### config.mk
export PLATFORM = sky130hd
export DESIGN_NAME = wb_writer
export DESIGN_NICKNAME = d
export VERILOG_FILES = /design/src/rtl/wb_pkg.sv /design/src/rtl/wb_fifo.sv /design/src/rtl/wb_writer.sv
export SDC_FILE = /design/constraint.sdc
export NUM_CORES = 1
export LEC_CHECK = 0
export CAP_MARGIN = 10
export CORE_ASPECT_RATIO = 0.5
export CORE_MARGIN = 2
export CORE_UTILIZATION = 35
export DETAILED_ROUTE_END_ITERATION = 7
export PLACE_DENSITY = 0.65
export SKIP_CTS_REPAIR_TIMING = 1
export SYNTH_ARGS = -nofsm -noshare
export SYNTH_HDL_FRONTEND = slang
export SYNTH_SLANG_ARGS = --single-unit
### constraint.sdc
create_clock -name clk -period 4.3 [get_ports clk]
set_clock_uncertainty 0.2 [all_clocks]
set_input_delay 1.075 -clock clk [delete_from_list [all_inputs] [get_ports clk]]
set_output_delay 1.075 -clock clk [all_outputs]
set_load 0.05 [all_outputs]
### src/rtl/wb_pkg.sv
// rtl/wb_pkg.sv - shared types and constants for the writeback writer
// Purpose: register-file geometry, writer defaults and the FIFO entry type.
package wb_pkg;

    localparam int AW              = 5;
    localparam int DW              = 32;
    localparam int NREG            = 32;
    localparam int DEPTH_DEF       = 4;
    localparam int MAX_MEM_RUN_DEF = 3;

    typedef struct packed {
        logic [AW-1:0] rd;
        logic [DW-1:0] data;
    } wb_entry_t;

endpackage

### src/rtl/wb_fifo.sv
// rtl/wb_fifo.sv - synchronous FIFO of pending ALU writeback entries
// Purpose: holds ALU results while loads own the write port.
// Ports:
//   clk, rst_n  : clock, asynchronous active-low reset (empties the FIFO)
//   push, entry : enqueue entry (ignored when full)
//   pop         : dequeue head (ignored when empty)
//   full, empty : occupancy flags
//   head        : oldest entry, valid when !empty
module wb_fifo
    import wb_pkg::*;
#(
    parameter int DEPTH = DEPTH_DEF
) (
    input  logic      clk,
    input  logic      rst_n,
    input  logic      push,
    input  wb_entry_t entry,
    input  logic      pop,
    output logic      full,
    output logic      empty,
    output wb_entry_t head
);

    localparam int PW = $clog2(DEPTH);

    // Extra MSB distinguishes full from empty when the index bits match.
    logic [PW:0]  wr_ptr;
    logic [PW:0]  rd_ptr;
    wb_entry_t    mem [DEPTH];

    logic do_push;
    logic do_pop;

    assign empty   = (wr_ptr == rd_ptr);
    assign full    = (wr_ptr[PW] != rd_ptr[PW]) && (wr_ptr[PW-1:0] == rd_ptr[PW-1:0]);
    assign do_push = push && !full;
    assign do_pop  = pop && !empty;
    assign head    = mem[rd_ptr[PW-1:0]];

    always_ff @(posedge clk or negedge rst_n) begin
        if (!rst_n) begin
            wr_ptr <= '0;
            rd_ptr <= '0;
        end else begin
            if (do_push) wr_ptr <= wr_ptr + 1'b1;
            if (do_pop)  rd_ptr <= rd_ptr + 1'b1;
        end
    end

    always_ff @(posedge clk) begin
        if (do_push) mem[wr_ptr[PW-1:0]] <= entry;
    end

endmodule

### src/rtl/wb_writer.sv
// rtl/wb_writer.sv - register-file writeback arbiter with busy scoreboard
// Purpose: merges ALU and load results into one registered write per cycle,
// bounding consecutive load wins while ALU results wait, and tracks pending
// writes per register for decode.
// Ports:
//   clk, rst_n                           : clock, asynchronous active-low reset
//   alu_valid/alu_ready/alu_rd/alu_data  : ALU result handshake
//   mem_valid/mem_ready/mem_rd/mem_data  : load result handshake
//   issue_valid, issue_rd                : decode issue marking rd pending
//   busy                                 : per-register pending-write bits
//   regwrite, writeregister, writedata   : registered register-file write port
module wb_writer
    import wb_pkg::*;
#(
    parameter int DEPTH       = DEPTH_DEF,
    parameter int MAX_MEM_RUN = MAX_MEM_RUN_DEF
) (
    input  logic            clk,
    input  logic            rst_n,
    input  logic            alu_valid,
    output logic            alu_ready,
    input  logic [AW-1:0]   alu_rd,
    input  logic [DW-1:0]   alu_data,
    input  logic            mem_valid,
    output logic            mem_ready,
    input  logic [AW-1:0]   mem_rd,
    input  logic [DW-1:0]   mem_data,
    input  logic            issue_valid,
    input  logic [AW-1:0]   issue_rd,
    output logic [NREG-1:0] busy,
    output logic            regwrite,
    output logic [AW-1:0]   writeregister,
    output logic [DW-1:0]   writedata
);

    localparam int RW = $clog2(MAX_MEM_RUN + 1);
    localparam logic [RW-1:0] RUN_LIMIT = RW'(MAX_MEM_RUN);

    logic            fifo_full;
    logic            fifo_empty;
    wb_entry_t       fifo_head;
    wb_entry_t       alu_entry;
    logic            alu_push;
    logic            mem_win;
    logic            pop;
    logic [RW-1:0]   run_cnt;
    logic [NREG-1:0] busy_next;

    // Writes to r0 are architecturally void, so they never occupy a FIFO slot.
    assign alu_ready  = !fifo_full;
    assign alu_push   = alu_valid && alu_ready && (alu_rd != '0);
    assign alu_entry  = '{rd: alu_rd, data: alu_data};

    assign mem_ready  = fifo_empty || (run_cnt < RUN_LIMIT);
    assign mem_win    = mem_valid && mem_ready;
    assign pop        = !mem_win && !fifo_empty;

    wb_fifo #(.DEPTH(DEPTH)) u_fifo (
        .clk   (clk),
        .rst_n (rst_n),
        .push  (alu_push),
        .entry (alu_entry),
        .pop   (pop),
        .full  (fifo_full),
        .empty (fifo_empty),
        .head  (fifo_head)
    );

    // Run length counts only load wins that actually made ALU entries wait.
    always_ff @(posedge clk or negedge rst_n) begin
        if (!rst_n) begin
            run_cnt <= '0;
        end else if (fifo_empty || pop) begin
            run_cnt <= '0;
        end else if (mem_win) begin
            run_cnt <= run_cnt + 1'b1;
        end
    end

    always_ff @(posedge clk or negedge rst_n) begin
        if (!rst_n) begin
            regwrite      <= 1'b0;
            writeregister <= '0;
            writedata     <= '0;
        end else if (mem_win) begin
            regwrite      <= (mem_rd != '0);
            writeregister <= mem_rd;
            writedata     <= mem_data;
        end else if (pop) begin
            regwrite      <= 1'b1;
            writeregister <= fifo_head.rd;
            writedata     <= fifo_head.data;
        end else begin
            regwrite      <= 1'b0;
        end
    end

    // Clear applied first so a same-cycle issue to the retiring register keeps it busy.
    always_comb begin
        busy_next = busy;
        if (regwrite) busy_next[writeregister] = 1'b0;
        if (issue_valid && (issue_rd != '0)) busy_next[issue_rd] = 1'b1;
    end

    always_ff @(posedge clk or negedge rst_n) begin
        if (!rst_n) busy <= '0;
        else        busy <= busy_next;
    end

endmodule

---- After elaboration in Yosys (flattened, before gate mapping) ----
Memories as Yosys holds them, arrays and structs flattened.
Index checks and enable logic that the tools add are counted.
storage, ports and cells
  flip-flop bits (word level) ............. 78
  memories kept ........................... 1
  input bits .............................. 84
  output and inout bits ................... 72
  logic and storage cells ................. 58
  memory bits (writable) .................. 148
operators by class
  mux-type cells .......................... 16
  eq/ne operators ......................... 3
  reduce and logical (&&, ||, !) cells .... 20
  order comparisons ....................... 5
  add/subtract/negate cells ............... 3
  bitwise operators ....................... 3
memories
  memory      depth  width  rd ports  clocked after memory_dff  write ports  RTL line       RTL
  u_fifo.mem  4      37     1         0                         1            wb_fifo.sv:29  wb_entry_t mem [DEPTH];
operators by type and width
  operator                                                                      number
  32-bit two-way mux                                                            4
  32-bit bitwise AND                                                            1
  32-bit NOT                                                                    1
  32-bit bitwise OR                                                             1
  5-bit nonzero test                                                            3
  5-bit by 6-bit less-than comparator with 1-bit output, second input constant  2
  1-bit demux with 5-bit select                                                 2
  5-bit by 1-bit >= comparator with 1-bit output, second input constant         2
  1-bit logical AND                                                             10
  5-bit two-way mux                                                             2
  3-bit by 1-bit adder with 3-bit output, second input constant                 2
  1-bit two-way mux                                                             6
  2-bit two-way mux                                                             2
  2-bit nonzero test                                                            2
  3-bit equality test                                                           1
  1-bit logical NOT                                                             3
  2-bit by 1-bit adder with 2-bit output, second input constant                 1
  2-bit equality test                                                           1
  1-bit logical OR                                                              2
  2-bit less-than comparator, second input constant                             1
  1-bit inequality test                                                         1

---- Depth between registers and ports, before layout ----
  depth in word-level cells ............... 9
  mapped depth ............................ 6
  depth with buffers taken out ............ 5

---- Modules after synthesis ----
A second synthesis with hierarchy kept.
unflattened totals
  cells, all modules ...................... 499
  area total of the unflattened synthesis .. 9306.4 sq um
modules (own cells, without submodules)
  module     cells each  area an instance (sq um)  sequential area each (sq um)  instances
  wb_fifo    243         5836.8                    4594.4                        1
  wb_writer  256         3469.6                    1801.7                        1

---- Worst setup path before layout ----
Ideal clock, no wire load.
  path type ............................... input port to flip-flop
  start ................................... in alu_rd[0]
  end ..................................... mem u_fifo.mem[3][0] (netlist name), enable pin
  path buffers ............................ 0
  data arrival time ....................... 2817 ps
  stages .................................. 3
  setup time .............................. 428 ps
  setup slack ............................. 856 ps
  data required time ...................... 3672 ps
  path through ............................ or4_1 -> o21ai_0 -> nor3b_2
on the way
  word-level cells in the longest chain between the ends .. 5
ends and longest elaborated chain
  item                                     RTL line         RTL
  from (decl)                              wb_writer.sv:22  input logic [AW-1:0] alu_rd,
  5-bit nonzero test                       wb_writer.sv:51  assign alu_push = alu_valid && alu_ready && (alu_rd != '0);
  1-bit logical AND                        wb_writer.sv:51
  1-bit logical AND                        wb_fifo.sv:36    assign do_push = push && !full;
  1-bit two-way mux                        wb_fifo.sv:51    if (do_push) mem[wr_ptr[PW-1:0]] <= entry;
  1-bit two-way mux (not written as such)  wb_fifo.sv:51
  to (decl)                                wb_fifo.sv:29
Every way passes these cells.

---- Final worst setup path ----
  start ................................... reg u_fifo.rd_ptr[2]
  end ..................................... out alu_ready
on the way
  word-level cells in the longest chain between the ends .. 3
ends and longest elaborated chain
  item                    RTL line         RTL
  from (decl)             wb_fifo.sv:28    logic [PW:0] rd_ptr;
  from (signal assigned)  wb_fifo.sv:46    if (do_pop) rd_ptr <= rd_ptr + 1'b1;
  1-bit inequality test   wb_fifo.sv:35    assign full = (wr_ptr[PW] != rd_ptr[PW]) && (wr_ptr[PW-1:0] == rd_ptr[PW-1:0]);
  1-bit logical AND       wb_fifo.sv:35
  1-bit logical NOT       wb_writer.sv:50  assign alu_ready = !fifo_full;
  to (decl)               wb_writer.sv:21  output logic alu_ready,
Every way passes these cells.

==> flow_summary.yaml <==
run_status:
  outcome: "completed"
min_path:
  min_from: "run_cnt[0]$_DFFE_PN0P_"
  hold_path_end: "run_cnt[0]$_DFFE_PN0P_"
  min_path_cells: 1
  hp-class: "flip-flop to flip-flop"
clock_network:
  cts.sinks: 226
  cts_tree: "yes"
  path_clk_slew_ns: 0.06
  cts-root-buf: "clkbuf_16"
  htreeDepth: 1
  clkLatencyLatePin_ns: 0.54
  cts-buffers-inserted: 23
  clockBufferDepth: 3
placed_design:
  gp_congestion: 0.780
  portBuffers: 155
  place_hpwl_um: 15800
detailed_routing:
  drc_errors: 0
  ant_nets: 0
  viasPerCell: 5.41
  wirelength_um: 25300
  via_count: 6522
  wl_per_cell_um: 21.0
  drt-pass1-iter-count: 5
  drt-initial-drc-count: 513
setup_path:
  worstSetupPathType: "flip-flop to primary output"
  worst-path-stages: 5
  critPathLaunchType: "flip-flop"
  worstReg2RegStart: "u_fifo.wr_ptr[0]$_DFFE_PN0P_"
  crit_path_top_delay_cell: "clkdlybuf4s50_1"
  cp_max_fo: 23
  arrival_ns: 2.65
  cp.buffers_inverters: 3
  worstReg2RegEnd: "writedata[4]$_DFFE_PN0P_"
  path_delay_family: "buffers and inverters"
  rrSetupSlack_ns: 1.23
  end_kind: "primary output"
  reg2reg_depth: 5
  cp_slowest_stage_delay_ns: 0.79
  critPathLaunch: "u_fifo.rd_ptr[2]$_DFFE_PN0P_"
  path_cells: "xnor2_4, buf_4, and3b_1, inv_1, clkdlybuf4s50_1"
  cp.required_ns: 3.02
yosys:
  syn_area_per_cell_um2: 15.0
  ys_seq_elements: 226
  syn_nets: 751
  syn-cell-area_mm2: 0.00994
  synth_cell_types: 40
  ys_warn_count: 0
  netlist_instances: 661
  yosysSeqAreaShare: 0.644
layout:
  fin_util: 0.453
  area_delta_synth_final_pct: 26.9
  fin_nets: 896
  drive_gt1_frac: 0.199
pwr:
  leakagePower_nw: 4.37
  total_power_w: 0.0108
  ir_drop_mv: 0.454
  power_density_mw_per_mm2: 860
global_routing:
  grt_usage: 0.167
  first_global_vias: 6587
  antenna_found_initial: 1
  grt_pass1_wl_um: 38800
  grt_max_degree: 79
  overflow: 0
floorplan:
  die_h_um: 123
  die_area_mm2: 0.0298
  initial_utilization: 0.357
  coreArea_mm2: 0.0278
  rows: 43
  die_w_um: 242
  num_io_pins: 156
sta:
  hold_viol: 0
  setup-tns-final_ns: 0
  setup_viol: 0
  period_share: 0.912
  worstMarginPinSlew_ns: 1.10
  fmax_ghz: 0.255
  grt_setup_unrepaired: "no"
  period_minus_slack_ns: 3.92
  relSlewSlack: 0.270
  finalMaxSlewViolations: 0
job:
  drv_cap: 0
[layer usage]
layer	GRT usage	vias up	routed length [um]
met5	0	-	0
met4	0.0475	0	637
met3	0.0271	40	1240
met2	0.289	212	12500
met1	0.221	3379	11000
li1	-	2891	-
[per-stage QoR]
step	std cells	instance area, um2	hold WS, ns	setup slack, ns
2_1_floorplan	661	9940	0.207	0.856
3_3_place_gp	1162	11900	0.224	0.400
3_5_place_dp	1162	11900	0.226	0.274
4_1_cts	1204	12600	0.240	0.374
5_1_grt	1206	12600	0.259	0.302
6_report	1206	12600	0.241	0.380
[power breakdown]
group	switching [W]	total, W	internal, W
clock network	0.000851	0.00194	0.00109
logic	0.00350	0.00548	0.00198
registers	0.000382	0.00343	0.00304
[synthesized netlist by cell type, drive strengths merged]
cell type / number / area [um2]
edfxtp: 148 / 4440
dfrtp: 78 / 1950
o21ai: 65 / 325
nor2: 41 / 154
inv: 40 / 150
a21oi: 37 / 260
a221oi: 37 / 449
a31o: 37 / 324
mux4: 37 / 833
nand4b: 37 / 324
buf: 27 / 173
clkbuf: 21 / 78.8
nand3b: 10 / 75.1
ha: 6 / 75.1
or3b: 6 / 52.6
nand2: 5 / 18.8
nand3: 5 / 30.0
xnor2: 5 / 66.3
and2: 3 / 18.8
and3: 2 / 12.5
mux2: 2 / 22.5
or3: 2 / 12.5
xor2: 2 / 17.5
a21boi: 1 / 11.3
a31oi: 1 / 6.26
and3b: 1 / 8.76
nand4: 1 / 6.26
nor2b: 1 / 6.26
nor3b: 1 / 12.5
o21a: 1 / 7.51
or4: 1 / 7.51
[registers in the layout (all words and copies together) (netlist names)]
name	cells
u_fifo.mem	148
busy	32
writedata	32
writeregister	5
u_fifo.rd_ptr	3
u_fifo.wr_ptr	3
run_cnt	2
regwrite	1
[worst max path at each step]
stage | end | slack, ns
after detailed placement | u_fifo.mem[3][21]$_DFFE_PP_ | 0.27
after global routing | alu_ready | 0.30
after global placement | u_fifo.mem[3][21]$_DFFE_PP_ | 0.40
after CTS | alu_ready | 0.37
after floorplan | u_fifo.mem[3][0]$_DFFE_PP_ | 0.86
final | alu_ready | 0.38
[cells by family after synthesis]
group	share of synthesized area
flops	0.644
compound gates	0.139
simple gates	0.0744
buf+inv	0.0404
mux	0.0861
xor+xnor	0.00844
fa+ha+maj	0.00756
[cells in the final DEF (no fill, tap or decap), drive strengths merged, types with 2 or more instances in the layout]
| cell | count |
|---|---|
| and3 | 2 |
| xnor2 | 5 |
| clkbuf | 30 |
| buf | 15 |
| clkinv | 7 |
| mux4 | 37 |
| o21ai | 65 |
| dfrtp | 78 |
| nand4b | 37 |
| clkdlybuf4s50 | 153 |
| nand3 | 5 |
| nor2 | 41 |
| and2 | 3 |
| edfxtp | 148 |
| or3 | 2 |
| a31o | 37 |
| inv | 41 |
| nand2 | 5 |
| clkinvlp | 3 |
| xor2 | 2 |
| or3b | 6 |
| a21oi | 37 |
| a221oi | 37 |
| ha | 6 |
| nand3b | 10 |
| mux2 | 2 |
[cell type report]
type	count	area [um2]
flip-flops and latches	226	6400
inverters	40	150
diodes	1	2.50
well taps	382	478
clock inverters	12	104
repair buffers	168	1660
fillers	2435	15200
multi-input cells	347	3190
clock buffers	30	622
Power figures use the tool's default switching activity.
